**src/rtl/conv_stream_feeder.sv**
```systemverilog
// Purpose: feeds NUM_CH conv engines in lockstep with a window of taps, an optional kernel, then a trigger beat.
// Latency: first beat is presented the cycle after a window is accepted; back-to-back windows stream with no bubble.
// Backpressure: beats hold stable while conv_ready is low; one pending window is buffered, win_ready = !pending_full.
// Ports: clk/rst (sync, active-high); win_valid/win_ready/win_data/send_weights (window in);
//        wr_en/wr_ready/wr_ch/wr_tap/wr_data (weight write); conv_valid/conv_ready/conv_idx/conv_data/conv_last (beats out); busy.
module conv_stream_feeder #(
   parameter int DATA_WIDTH = 16,
   parameter int NUM_CH     = 2,
   parameter int TAPS       = 9,
   parameter int TRIG_IDX   = 9,
   localparam int CW = (NUM_CH > 1) ? $clog2(NUM_CH) : 1,
   localparam int TW = (TAPS > 1) ? $clog2(TAPS) : 1
) (
   input  logic                         clk,
   input  logic                         rst,
   input  logic                         win_valid,
   output logic                         win_ready,
   input  logic [TAPS*DATA_WIDTH-1:0]   win_data,
   input  logic                         send_weights,
   input  logic                         wr_en,
   output logic                         wr_ready,
   input  logic [CW-1:0]                wr_ch,
   input  logic [TW-1:0]                wr_tap,
   input  logic [DATA_WIDTH-1:0]        wr_data,
   output logic                         conv_valid,
   input  logic                         conv_ready,
   output logic [4:0]                   conv_idx,
   output logic [NUM_CH*DATA_WIDTH-1:0] conv_data,
   output logic                         conv_last,
   output logic                         busy
);

   typedef enum logic [1:0] {IDLE, WIN, WGT, TRIG} state_t;

   localparam logic [TW-1:0] KMAX = TW'(TAPS - 1);

   state_t                         state_q, state_d;
   logic [TW-1:0]                  k_q, k_d;
   logic [TAPS*DATA_WIDTH-1:0]     act_win_q, act_win_d;
   logic                           act_sw_q, act_sw_d;
   logic [TAPS*DATA_WIDTH-1:0]     pend_win_q, pend_win_d;
   logic                           pend_sw_q, pend_sw_d;
   logic                           pend_full_q, pend_full_d;
   logic [NUM_CH*TAPS*DATA_WIDTH-1:0] wgt_q;
   logic                           valid_q, valid_d;
   logic [4:0]                     idx_q, idx_d;
   logic [NUM_CH*DATA_WIDTH-1:0]   data_q, data_d;
   logic                           last_q, last_d;

   logic                           fire, win_acc, wr_acc, advance;
   logic [TAPS*DATA_WIDTH-1:0]     src_win;

   assign fire      = valid_q & conv_ready;
   assign win_ready = ~pend_full_q;
   assign win_acc   = win_valid & ~pend_full_q;
   assign wr_ready  = (state_q == IDLE) & ~pend_full_q;
   assign wr_acc    = wr_en & wr_ready;
   assign busy      = (state_q != IDLE);

   assign conv_valid = valid_q;
   assign conv_idx   = idx_q;
   assign conv_data  = data_q;
   assign conv_last  = last_q;

   always_comb begin
      state_d     = state_q;
      k_d         = k_q;
      act_win_d   = act_win_q;
      act_sw_d    = act_sw_q;
      pend_win_d  = pend_win_q;
      pend_sw_d   = pend_sw_q;
      pend_full_d = pend_full_q;
      valid_d     = valid_q;
      idx_d       = idx_q;
      data_d      = data_q;
      last_d      = last_q;
      src_win     = act_win_q;
      advance     = 1'b0;

      if (state_q == IDLE) begin
         if (win_acc) begin
            act_win_d = win_data;
            act_sw_d  = send_weights;
            src_win   = win_data;
            state_d   = WIN;
            k_d       = '0;
            advance   = 1'b1;
         end
      end else begin
         // Any accept while streaming parks in pending; the trigger branch
         // below overrides this when the window can go straight to active.
         if (win_acc) begin
            pend_win_d  = win_data;
            pend_sw_d   = send_weights;
            pend_full_d = 1'b1;
         end
         if (fire) begin
            advance = 1'b1;
            case (state_q)
               WIN: begin
                  if (k_q == KMAX) begin
                     k_d     = '0;
                     state_d = act_sw_q ? WGT : TRIG;
                  end else begin
                     k_d = k_q + 1'b1;
                  end
               end
               WGT: begin
                  if (k_q == KMAX) begin
                     k_d     = '0;
                     state_d = TRIG;
                  end else begin
                     k_d = k_q + 1'b1;
                  end
               end
               default: begin
                  k_d = '0;
                  if (pend_full_q) begin
                     act_win_d   = pend_win_q;
                     act_sw_d    = pend_sw_q;
                     src_win     = pend_win_q;
                     pend_full_d = 1'b0;
                     state_d     = WIN;
                  end else if (win_acc) begin
                     act_win_d   = win_data;
                     act_sw_d    = send_weights;
                     src_win     = win_data;
                     pend_full_d = 1'b0;
                     state_d     = WIN;
                  end else begin
                     state_d = IDLE;
                  end
               end
            endcase
         end
      end

      // Beat registers only change when a new beat is due, so a stalled beat holds.
      if (advance) begin
         valid_d = (state_d != IDLE);
         last_d  = (state_d == TRIG);
         idx_d   = '0;
         data_d  = '0;
         case (state_d)
            WIN: begin
               idx_d = 5'(k_d);
               for (int c = 0; c < NUM_CH; c++)
                  data_d[c*DATA_WIDTH +: DATA_WIDTH] = src_win[int'(k_d)*DATA_WIDTH +: DATA_WIDTH];
            end
            WGT: begin
               idx_d = 5'(TAPS + int'(k_d));
               for (int c = 0; c < NUM_CH; c++)
                  data_d[c*DATA_WIDTH +: DATA_WIDTH] = wgt_q[(c*TAPS + int'(k_d))*DATA_WIDTH +: DATA_WIDTH];
            end
            TRIG:    idx_d = 5'(TRIG_IDX);
            default: idx_d = '0;
         endcase
      end
   end

   always_ff @(posedge clk) begin
      if (rst) begin
         state_q     <= IDLE;
         k_q         <= '0;
         act_win_q   <= '0;
         act_sw_q    <= 1'b0;
         pend_win_q  <= '0;
         pend_sw_q   <= 1'b0;
         pend_full_q <= 1'b0;
         wgt_q       <= '0;
         valid_q     <= 1'b0;
         idx_q       <= '0;
         data_q      <= '0;
         last_q      <= 1'b0;
      end else begin
         state_q     <= state_d;
         k_q         <= k_d;
         act_win_q   <= act_win_d;
         act_sw_q    <= act_sw_d;
         pend_win_q  <= pend_win_d;
         pend_sw_q   <= pend_sw_d;
         pend_full_q <= pend_full_d;
         valid_q     <= valid_d;
         idx_q       <= idx_d;
         data_q      <= data_d;
         last_q      <= last_d;
         // Writes to a channel/tap that does not exist are acknowledged but dropped.
         if (wr_acc && (int'(wr_ch) < NUM_CH) && (int'(wr_tap) < TAPS))
            wgt_q[(int'(wr_ch)*TAPS + int'(wr_tap))*DATA_WIDTH +: DATA_WIDTH] <= wr_data;
      end
   end

endmodule
```
**config.mk**
```make
export PLATFORM = sky130hd
export DESIGN_NAME = conv_stream_feeder
export DESIGN_NICKNAME = d
export VERILOG_FILES = /design/src/rtl/conv_stream_feeder.sv
export SDC_FILE = /design/constraint.sdc
export NUM_CORES = 2
export LEC_CHECK = 0
export ABC_AREA = 1
export CORE_ASPECT_RATIO = 0.6
export CORE_MARGIN = 2
export CORE_UTILIZATION = 53
export CTS_BUF_LIST = sky130_fd_sc_hd__clkbuf_8
export CTS_CLUSTER_DIAMETER = 150
export DETAILED_ROUTE_END_ITERATION = 16
export PLACE_DENSITY = 0.69
export SYNTH_ARGS = -nofsm -noshare
export SYNTH_HDL_FRONTEND = slang
export SYNTH_SLANG_ARGS = --single-unit
```
**constraint.sdc**
```tcl
create_clock -name clk -period 9.89 [get_ports clk]
set_input_delay 1.978 -clock clk [delete_from_list [all_inputs] [get_ports clk]]
set_output_delay 1.978 -clock clk [all_outputs]
set_load 0.1 [all_outputs]
```
==> flow_metrics.tcl <==
set metrics [dict create \
    dr.pass1.iters 6 \
    grt_pass1_vias 32200 \
    seq_area_frac_synth_pct 35.7 \
    final_cells 6460 \
    hold_start "wgt_q[107]" \
    grt.total_usage_pct 37.6 \
    async_flop_share_pct 0 \
    power_mw 6.35 \
    status "completed" \
    drv_cap 0 \
    cp-start-kind "input port" \
    min_period_ns 7.16 \
    layout.nets 5715 \
    clock_path_buffers 3 \
    routed_wl_microns 133000 \
    setup_violations 0 \
    sequentialPowerShare_pct 42.8 \
    vias 38000 \
    grt_max_degree 212 \
    drc 0 \
    place_congestion 0.974 \
    synth_common_cells "nand2_1, a21oi_1, dfxtp_1" \
    cp.required_ns 10.53 \
    tns_ns 0 \
    max_freq_mhz 140 \
    die_y_microns 203 \
    synth_area_leaders "dfxtp_1, nand2_1, a21oi_1" \
    yosysTopAreaCell "dfxtp_1" \
    netlist_instances 5604 \
    synth_top_family_by_area "simple AND/OR/NAND/NOR gates" \
    peakVddDrop_mv 0.108 \
    synthFlopType "dfxtp_1" \
    layout_worst_path_cycle_share_pct 72.4 \
    synthDistinctLibCells 51 \
    p_clk_share_pct 35.7 \
    path_common_cell "ha_1" \
    clk_pin_slew_worst_paths_ns 0.06 \
    yosys_warnings 0 \
    end_kind "register" \
    grt_pass1_wl_microns 199000 \
    die_w_microns 336 \
    drtAntennaViolNets 0 \
    critPathArrivalTime_ns 7.81 \
    finClkSkew_ns 0.0341 \
    via_per_inst 5.88 \
    dp.cells 6281 \
    synth_xor_area_share_pct 0.100 \
    crit_type "input port to register" \
    hpwl_microns 88000 \
    cts-resized-gates 0 \
    p_switching_mw 2.18 \
    drv_slew 0 \
    path_max_fanout 34 \
    muxShareOfSynthArea_pct 0 \
    cts_buffers 96 \
    drive_gt1_share_pct 5.23 \
    synth_compound_area_share_pct 20.2 \
    wl_per_cell_microns 20.5 \
    cts-root-buf "clkbuf_8" \
    yosysMostFrequentCell "nand2_1" \
    grt_overflow_total 0 \
    postCtsSetupRepairBufs 0 \
    rsz0062_at_grt "false" \
    p_sw_share_pct 34.3 \
    syn_area_sq_um 35000 \
    first_iter_violations 5854 \
    port_buffers 212 \
    synth.top_cell.area_share_pct 35.7 \
    antenna_found_initial 3 \
    synth_edf_count 0 \
    initial_core_util_pct 53.9 \
    holdBufCountCts 0 \
    pwr-share-comb_pct 21.5 \
    clk_latency_ns 0.76 \
    placed_cell_area_sq_um 36800 \
    cts_tree "done" \
    power_density_nw_per_um2 164 \
    final_util_pct 59.7 \
    fp-row-count 72 \
    synth_nets 5791 \
    tightest_slew_ns 1.28 \
    areaGrowthSynthToFinish_pct 10.8 \
    ios 213 \
    coreArea_sq_um 64900 \
    crit_chain "clkdlybuf4s50_1 > ha_1 > clkinv_1 > ha_1 > nand3_1 > nor2_4 > ha_1 > inv_2 > nor3_4 > buf_4 > inv_2 > nor2_2 > o21ai_0 > nand2_1 > nor2_1" \
    power.internal_mw 4.18 \
    slowest_stage "ha_1" \
    synth-seq-cells 624 \
    timing.rr.start "state_q[0]" \
    synth-adder-area-share_pct 0.573 \
    p_leak_nw 16.0 \
    cp-startpoint "wr_ch" \
    clock_sinks 624 \
    finalHoldViolCount 0 \
    synth_simple_gate_area_share_pct 31.7 \
    crit_path_max_incr_delay_ns 0.98 \
    h-tree-depth 3 \
    die_area_sq_um 68100 \
    maxSlewHeadroom_pct 14.5 \
    avgSynthCellArea_sq_um 6.24 \
    hold_class "register to register" \
    design_area_sq_um 38700 \
]
## path summary, 6_finish.rpt
kind,endpoint,cells after the start,slack [ns]
worst max-delay path,wgt_q[23],15,2.73
worst min-delay path,wgt_q[107],2,0.45
worst max register to register,conv_data[11],18,4.25
worst min register to register,wgt_q[107],2,0.45
## area by class of cell
type / instances / area, sq um
clock buffers: 121 / 1670
well taps: 851 / 1060
fillers: 6408 / 26100
flip-flops and latches: 624 / 12500
multi-input cells: 3960 / 18500
clock inverters: 55 / 280
repair buffers: 267 / 2560
diodes: 3 / 7.51
inverters: 579 / 2180
## worst max-delay path, delay by kind of cell
kind | cells | cell delay, ns
buffers and inverters | 5 | 1.95
AOI/OAI and AO/OA | 1 | 0.24
adders and majority gates | 3 | 2.06
and+or+nand+nor | 6 | 1.54
## kinds of logic (layout without fill, tap and decap cells)
| logic type | Yosys count | in the layout |
|---|---|---|
| other | 0 | 3 |
| AND/OR/NAND/NOR | 2648 | 2648 |
| adder cells (fa/ha/maj) | 16 | 16 |
| AO/OA/AOI/OAI | 1292 | 1292 |
| flip-flops | 624 | 624 |
| XOR/XNOR | 4 | 4 |
| buffers and inverters | 1020 | 1022 |
## flip-flops by register name (all words and copies together), names as in the netlist
register,count
act_sw_q,1
act_win_q,144
conv_data,32
conv_idx,5
conv_last,1
conv_valid,1
k_q,4
pend_full_q,1
pend_sw_q,1
pend_win_q,144
state_q,2
wgt_q,288
## stage by stage
step	worst slack, ns	hold WS, ns
finish	2.73	0.449
global placement	2.32	0.436
global route	2.25	0.460
CTS	2.93	0.448
floorplan	4.73	0.422
detailed placement	2.13	0.438
## placed cells by master (no fill, tap or decap), types with 3 or more instances in the layout
| cell type | netlist | layout |
|---|---|---|
| inv_2 | 21 | 20 |
| a22oi_1 | 15 | 15 |
| buf_4 | 9 | 53 |
| clkdlybuf4s50_1 | 0 | 211 |
| o21ai_1 | 116 | 116 |
| a31oi_1 | 3 | 3 |
| nor2_4 | 9 | 11 |
| clkinvlp_4 | 0 | 5 |
| nand2_2 | 15 | 13 |
| inv_6 | 0 | 4 |
| o211ai_1 | 46 | 46 |
| nor2_1 | 492 | 489 |
| inv_1 | 554 | 588 |
| nor2_2 | 6 | 7 |
| or2_2 | 4 | 4 |
| nand4_1 | 73 | 73 |
| diode_2 | 0 | 3 |
| clkinv_2 | 0 | 11 |
| a21oi_1 | 698 | 698 |
| dfxtp_1 | 624 | 623 |
| clkbuf_8 | 0 | 121 |
| ha_1 | 16 | 15 |
| clkinv_1 | 3 | 3 |
| a211oi_1 | 121 | 121 |
| a21oi_2 | 10 | 10 |
| o21ai_0 | 251 | 251 |
| xor2_1 | 3 | 3 |
| nor3_2 | 3 | 3 |
| a21boi_0 | 14 | 14 |
| nand2_1 | 1470 | 1467 |
| nand3_2 | 3 | 3 |
| nand2_4 | 2 | 7 |
| a211oi_2 | 5 | 5 |
| nor3_1 | 80 | 80 |
| nand3_1 | 485 | 485 |
## power groups by stage
stage	sequential, mW	combinational [mW]	clock (mW)
2_1_floorplan	2.81	0.871	0
3_3_place_gp	2.77	1.30	0
3_5_place_dp	2.77	1.32	0
4_1_cts	2.72	1.32	2.27
5_1_grt	2.73	1.49	2.39
6_report	2.72	1.37	2.27
## layer usage
layer	vias to the layer above	track usage (%)	share of wire, %
li1	18100	-	-
met1	17200	59.3	46
met2	2426	47.1	37
met3	215	12.8	15
met4	0	9.10	2.2
met5	-	0	0
Power figures use the tool's default switching activity.
